<file path="src/rtl/matrix_loader_pkg.sv">
// Shared constants, state encoding and start-validation helper for the matrix loader.
package matrix_loader_pkg;

  localparam int ML_ADDR_W          = 24;
  localparam int ML_RAM_AW          = 10;
  localparam int ML_MAX_DIMENSION   = 32;
  localparam int ML_MAX_OUTSTANDING = 8;
  localparam int DIM_W              = 6;
  localparam int CNT_W              = 11;

  typedef enum logic [1:0] {
    ST_IDLE   = 2'd0,
    ST_ISSUE  = 2'd1,
    ST_DRAIN  = 2'd2,
    ST_FINISH = 2'd3
  } state_e;

  function automatic logic dim_ok(input logic [DIM_W-1:0] dim, input int max_dim);
    return (int'(dim) >= 2) && (int'(dim) <= max_dim);
  endfunction

endpackage

</file>
<file path="src/rtl/matrix_loader.sv">
// Streams an n x n row-major matrix of 32-bit words from an Avalon-MM read port
// into an external RAM at word addresses 0..n*n-1, keeping a bounded number of reads in flight.
module matrix_loader
  import matrix_loader_pkg::*;
#(
  parameter int ADDR_W          = ML_ADDR_W,
  parameter int RAM_AW          = ML_RAM_AW,
  parameter int MAX_DIMENSION   = ML_MAX_DIMENSION,
  parameter int MAX_OUTSTANDING = ML_MAX_OUTSTANDING
) (
  input  logic              clk,
  input  logic              reset_n,
  input  logic              start,
  input  logic [ADDR_W-1:0] base_addr,
  input  logic [DIM_W-1:0]  dimension,
  output logic              busy,
  output logic              done,
  output logic              error,
  output logic [ADDR_W-1:0] address,
  output logic              read,
  input  logic [31:0]       readdata,
  input  logic              readdatavalid,
  input  logic              waitrequest,
  output logic [RAM_AW-1:0] ram_wraddress,
  output logic [31:0]       ram_data,
  output logic              ram_wren,
  output state_e            state_dbg
);

  // Avalon handshake: a read is accepted on any rising edge where read=1 and
  // waitrequest=0; while stalled, read and address hold. Each accepted read
  // returns exactly one readdatavalid beat, in order, at least one cycle later.

  localparam int OUT_W = $clog2(MAX_OUTSTANDING + 1);

  state_e            state_q;
  logic              busy_q, done_q, error_q, read_q, ram_wren_q;
  logic [ADDR_W-1:0] address_q;
  logic [RAM_AW-1:0] ram_wraddress_q;
  logic [31:0]       ram_data_q;
  logic [CNT_W-1:0]  n_q, issued_q, received_q;
  logic [OUT_W-1:0]  outstanding_q;

  logic             accept, rdv_take, read_d;
  logic [CNT_W-1:0] issued_d, received_d, n_d;
  logic [OUT_W-1:0] outstanding_d;

  assign accept        = read_q && !waitrequest;
  // Beats outside an active load, or beyond the N-th, are stale and dropped.
  assign rdv_take      = readdatavalid && (state_q == ST_ISSUE || state_q == ST_DRAIN)
                         && (received_q != n_q);
  assign issued_d      = issued_q + CNT_W'(accept);
  assign received_d    = received_q + CNT_W'(rdv_take);
  assign outstanding_d = outstanding_q + OUT_W'(accept) - OUT_W'(rdv_take);
  assign read_d        = (issued_d != n_q) && (outstanding_d != OUT_W'(MAX_OUTSTANDING));
  assign n_d           = CNT_W'(dimension) * CNT_W'(dimension);

  always_ff @(posedge clk or negedge reset_n) begin
    if (!reset_n) begin
      state_q         <= ST_IDLE;
      busy_q          <= 1'b0;
      done_q          <= 1'b0;
      error_q         <= 1'b0;
      read_q          <= 1'b0;
      ram_wren_q      <= 1'b0;
      address_q       <= '0;
      ram_wraddress_q <= '0;
      ram_data_q      <= '0;
      n_q             <= '0;
      issued_q        <= '0;
      received_q      <= '0;
      outstanding_q   <= '0;
    end else begin
      done_q        <= 1'b0;
      error_q       <= 1'b0;
      ram_wren_q    <= rdv_take;
      received_q    <= received_d;
      outstanding_q <= outstanding_d;
      if (rdv_take) begin
        ram_data_q      <= readdata;
        ram_wraddress_q <= received_q[RAM_AW-1:0];
      end
      case (state_q)
        ST_IDLE: begin
          if (start) begin
            if (dim_ok(dimension, MAX_DIMENSION)) begin
              address_q     <= base_addr;
              n_q           <= n_d;
              issued_q      <= '0;
              received_q    <= '0;
              outstanding_q <= '0;
              read_q        <= 1'b1;
              busy_q        <= 1'b1;
              state_q       <= ST_ISSUE;
            end else begin
              error_q <= 1'b1;
            end
          end
        end
        ST_ISSUE: begin
          issued_q <= issued_d;
          read_q   <= read_d;
          if (accept) address_q <= address_q + ADDR_W'(4);
          if (issued_d == n_q) state_q <= ST_DRAIN;
        end
        ST_DRAIN: begin
          if (received_q == n_q) begin
            state_q <= ST_FINISH;
            done_q  <= 1'b1;
            busy_q  <= 1'b0;
          end
        end
        ST_FINISH: state_q <= ST_IDLE;
        default:   state_q <= ST_IDLE;
      endcase
    end
  end

  assign busy          = busy_q;
  assign done          = done_q;
  assign error         = error_q;
  assign address       = address_q;
  assign read          = read_q;
  assign ram_wraddress = ram_wraddress_q;
  assign ram_data      = ram_data_q;
  assign ram_wren      = ram_wren_q;
  assign state_dbg     = state_q;

endmodule

</file>
<file path="config.mk">
export PLATFORM = sky130hd
export DESIGN_NAME = matrix_loader
export DESIGN_NICKNAME = d
export VERILOG_FILES = /design/src/rtl/matrix_loader_pkg.sv /design/src/rtl/matrix_loader.sv
export SDC_FILE = /design/constraint.sdc
export NUM_CORES = 1
export LEC_CHECK = 0
export CORE_MARGIN = 5
export CORE_UTILIZATION = 45
export CTS_CLUSTER_DIAMETER = 30
export DETAILED_ROUTE_END_ITERATION = 12
export GPL_ROUTABILITY_DRIVEN = 1
export HOLD_SLACK_MARGIN = 0.12
export PLACE_DENSITY_LB_ADDON = 0.05
export SLEW_MARGIN = 10
export SYNTH_ARGS = -nofsm -noshare
export SYNTH_HDL_FRONTEND = slang
export SYNTH_SLANG_ARGS = --single-unit
</file>
<file path="constraint.sdc">
create_clock -name clk -period 3.8 [get_ports clk]
set_clock_uncertainty 0.1 [all_clocks]
set_input_delay 0.76 -clock clk [delete_from_list [all_inputs] [get_ports clk]]
set_output_delay 0.76 -clock clk [all_outputs]
set_load 0.1 [all_outputs]
</file>
# Yosys cells after proc, flatten, opt, wreduce, memory -nomap -nowiden
# Cells that the tools add are included.
# W data, S select, Z words.
# word_totals
register_bits	110
latch_bits	0
ram_bits	0
rom_bits	0
in_bits	67
out_inout_bits	73
word_cells	77
memories	0
# op_classes
addsub	5
multipliers	1
n_div	0
magnitude_cmp	2
n_eq_ne	13
shifts	0
n_mux	28
n_bitwise	0
n_reduce_logical	15
# op_table
op	n
$mux W24	3
$mux W11	5
$pmux W24 S2	1
$add A24 B3 Y24 const B	1
$add A11 B1 Y11	2
$eq A11 B11 Y1	2
$ne A11 B11 Y1	2
$pmux W11 S2	1
$mux W4	3
$reduce_and A4 Y1	3
$mul A6 B6 Y11	1
$mux W1	8
$mux W2	4
$pmux W2 S4	1
$ge A6 B2 Y1 const B	1
$le A6 B6 Y1 const B	1
$ne A2 B2 Y1 const B	3
$reduce_and A3 Y1	2
$logic_and A1 B1 Y1	5
$add A4 B1 Y4	1
$eq A2 B2 Y1 const B	2
$ne A2 B1 Y1 const B	2
$ne A4 B4 Y1 const B	1
$pmux W1 S2	2
6 further kinds	7

# Logic depth before layout (Yosys ltp)
# depth
depth_word	8
mapped_depth	15
mapped_depth_nobuf	15

# Worst setup path after synthesis
# No wires, ideal clock.
# synth_timing
path_type	input-to-reg
start	in dimension[3]
end	reg n_q[10]
setup_ns	0.082
t_arrival_ns	4.168
t_required_ns	3.618
setup_slack_ns	-0.550
path_stages	15
path_buffers	1
path_cell_list	buf_2 > inv_1 > nor2_1 > fa_1 > inv_1 > fa_1 > fa_1 > inv_1 > ha_1 > and3b_1 > o21a_1 > o21ai_1 > a21oi_1 > or4_1 > a31oi_1
# synth_via
elab_chain_len	3
word_cells_on_any_way	5
cone_classes	1 x mul; 2 x order compare; 2 x reduce/logical
# synth_rtl
element	line_no	source
start, declared	matrix_loader.sv:15	input logic [DIM_W-1:0] dimension,
parallel branches: the longest is 3 deep, another holds $mul A6 B6 Y11	-	
end signal, assigned	matrix_loader.sv:88	n_q <= n_d;
end, declared	matrix_loader.sv:41	logic [CNT_W-1:0] n_q, issued_q, received_q;
# Parallel ways; which one is timed is not known.
# A chain may end at the register's enable or synchronous reset.

# Worst setup path in the final report
# layout_timing
start	in dimension[0]
end	reg n_q[10]
# The elaborated chain is that of the path after synthesis.

==> metrics.md <==
| Metric | Value |
|---|---|
| Outcome | complete, but fails checks |
| Failing checks | negative setup slack |
| Vias in the first global route | 5263 |
| Avg Vias per Cell | 5.44 |
| Die W | 127 µm |
| Synth Area in XOR/XNOR | 0.0581 |
| Port Buffers | 139 |
| Number of DRC markers in iteration 0 | 284 |
| Buffers from clock root to sink, at most | 2 |
| Cell row count | 42 |
| Synthesized flop and latch total | 109 |
| Synth Flop Type | dfrtp_1 |
| Worst r2r src | n_q[10] |
| Worst skew pair latency | 0.36 ns |
| Die boundary height | 127 µm |
| GRT Total Usage | 0.201 |
| Crit-path max FO | 2 |
| IO Pins | 140 |
| EDFF count, synth | 0 |
| Synth top area share | 0.441 |
| Post-route setup slack | -0.112 ns |
| Register area share after synthesis | 0.441 |
| Adder-cell share of the synthesized area | 0.0798 |
| Antenna violations before repair | 0 |
| Design area | 0.00833 mm² |
| Synthesis-to-finish area growth | 34.8% |
| Worst setup startpoint | dimension[0] |
| Routed Antenna Nets | 0 |
| Post-synthesis cell type count | 55 |
| Total Wirelength | approximately 16000 µm |
| Max_slew headroom | 0.308 |
| CP max stage cell | fa_1 |
| Post-synthesis compound-gate area fraction | 0.131 |
| Core Region | 0.0133 mm² |
| Hpwl dp | 12200 µm |
| CP Class | primary input to flip-flop |
| RePlAce Congestion | 0.869 |
| ANT cells | 0 |
| Crit. End Element | flip-flop |
| Slew Viols, Final | 0 |
| Clk sink count | 109 |
| Routed wire per std cell | 16.9 µm |
| Synth area leaders | dfrtp_1, mux2_2, ha_1 |
| CTS Root Cell | clkbuf_16 |
| Cts bufs inserted | 9 |
| Post-Synthesis Net Count | 713 |
| Proportion of synthesized area in mux cells | 0.0954 |
| First-pass GRT wire length | 26300 µm |
| # nets final | 879 |
| CP Data Required Time | roughly 4.0 ns |
| Period utilization | 1.03 |
| Largest area contributor in the netlist | dfrtp_1 |
| Drt pass-1 iters | 4 |
| Fill cell count | approximately 1100 |
| Post-synthesis cell count | around 610 |
| Synthesized area | 0.00618 mm² |
| Layout cells sized above 1 | 0.167 |
| Worst R2R Setup Slack | 0.76 ns |
| Async set-reset flop share out of synthesis | 1.00 |
| Final Hold Vio Count | 0 |
| Critical Path AT | 4.09 ns |
| Largest net degree at the start of global routing | 67 |
| Final setup vio count | 1 |
| Clock-pin transition on the worst setup and hold timing paths | 0.08 ns |
| CTS tree | built |
| Slew @ Worst Pin | 1.03 ns |
| FMAX | 256 MHz |
| Setup crit start kind | primary input |
| Crit-path cells | buf_6, and2_4, fa_1, inv_2, fa_1, fa_1, inv_2, ha_4, and3b_1, o21a_1, o21ai_2, a21oi_2, or4_1, a31oi_1 |
| Starting Density | 0.463 |
| Post-Synth Simple-Gate Area | 0.149 |
| H-tree levels | 3 |
| Min Tclk post-route | 3.91 ns |
| Most common cell type on the critical path | fa_1 |
| Die Footprint | between 0.015 and 0.02 mm² |
| Grt ovf | 0 |
| Drt drc | 0 |
| Synth Area per Inst | 10.1 µm² |
| Max cap viols | 0 |
| CP max stage delay | 0.55 ns |
| Hold Crit Class | primary input to async pin |
| Cell Area, Placed | around 0.0080 mm² |
| Largest family of logic cells by synthesized area | simple AND/OR/NAND/NOR gates |
| Detailed-route via count | between 5000 and 6000 |
| Unrepaired setup endpoints after global routing | yes |
| Synth Warn # | 0 |
metrics by stage:
step           utilization  setup WS, ns  TNS, ns  std cells  hold WS (ns)
6_report             0.624        -0.112   -0.112        959         0.383
5_1_grt              0.624        -0.212   -0.236        959         0.418
4_1_cts              0.623        -0.179   -0.179        958         0.409
3_5_place_dp         0.597        -0.863    -3.03        938         0.394
3_3_place_gp         0.597        -0.772    -2.55        938         0.388
2_1_floorplan            -        -0.270   -0.270        612         0.364
cell type report:
type	instances	area (µm²)	share of cell area
well taps	176	220	0.0264
clock inverters	7	97.6	0.0117
flip-flops and latches	109	2730	0.327
multi-input cells	435	3210	0.385
inverters	42	165	0.0198
clock buffers	9	225	0.0270
repair buffers	181	1690	0.202
what timing repair did:
item,4_1_cts,5_1_grt
resized for setup,31,4
buffers inserted,4,2
endpoints found under the setup margin,5,3
pin swaps,13,16
hold buffers,0,0
Yosys cell counts (all sizes together), types with 2 or more instances:
cell type	instances
o21ai	36
nor2b	3
buf	14
ha	25
and2	17
dfrtp	109
mux2	44
nand2b	5
a22o	2
nor4	8
xor2	24
a21o	6
a21oi	35
o22ai	21
a211oi	3
nor2	26
nor3	8
clkbuf	12
nand4	21
fa	9
o21a	2
xnor2	17
or3	2
inv	41
o41ai	2
and3	11
o31ai	7
and4	3
a31oi	10
nand3	27
mux2i	9
nand2	39
layer usage:
| layer | global-route usage | part of all wire | up-vias |
|---|---|---|---|
| li1 | - | - | 2524 |
| met3 | 0.0472 | 0.054 | 16 |
| met5 | 0 | 0 | - |
| met4 | 0.0517 | 0.012 | 0 |
| met1 | 0.252 | 0.42 | 2534 |
| met2 | 0.349 | 0.52 | 145 |
worst paths after layout:
path,end,cells past startpoint
hold / removal,issued_q[3],1
max in group asynchronous,address[22],2
hold reg to reg,issued_q[10],1
setup / recovery,n_q[10],14
setup reg to reg,read,12
min in group clk,issued_q[10],1
kinds of logic after synthesis:
group / count (synthesis)
XOR/XNOR: 41
multiplexers: 53
flip-flops: 109
buffers and inverters: 68
AND/OR/NAND/NOR: 175
adder cells (fa/ha/maj): 34
AO/OA/AOI/OAI: 132
flip-flops by register name, summed over array words and instances, names as in the netlist:
register,cells
address,24
busy,1
done,1
error,1
issued_q,11
n_q,10
outstanding_q,4
ram_data,32
ram_wraddress,10
ram_wren,1
read,1
received_q,11
state_dbg,2
layout by cell type (no fill, tap or decap), drive strengths merged, types with 2 or more instances in the layout:
cell             n
clkdlybuf4s50  132
dfrtp          109
buf             49
inv             45
mux2            44
nand2           39
o21ai           36
a21oi           35
nand3           27
nor2            26
ha              25
xor2            24
nand4           21
o22ai           21
xnor2           17
and2            17
and3            11
a31oi           10
mux2i            9
fa               9
clkbuf           9
nor3             8
nor4             8
o31ai            7
a21o             6
nand2b           5
nor2b            3
and4             3
a211oi           3
clkinv           3
o21a             2
o41ai            2
a22o             2
or3              2
critical path, delay by kind of cell:
family / cells / cell delay [ns]
simple gates: 3 / 0.71
compound gates: 4 / 0.66
buf+inv: 3 / 0.20
fa+ha+maj: 4 / 1.76
Power is left out: the tool's default activity adds up to more than one toggle a clock period on the data nets, which glitch-free logic cannot reach.
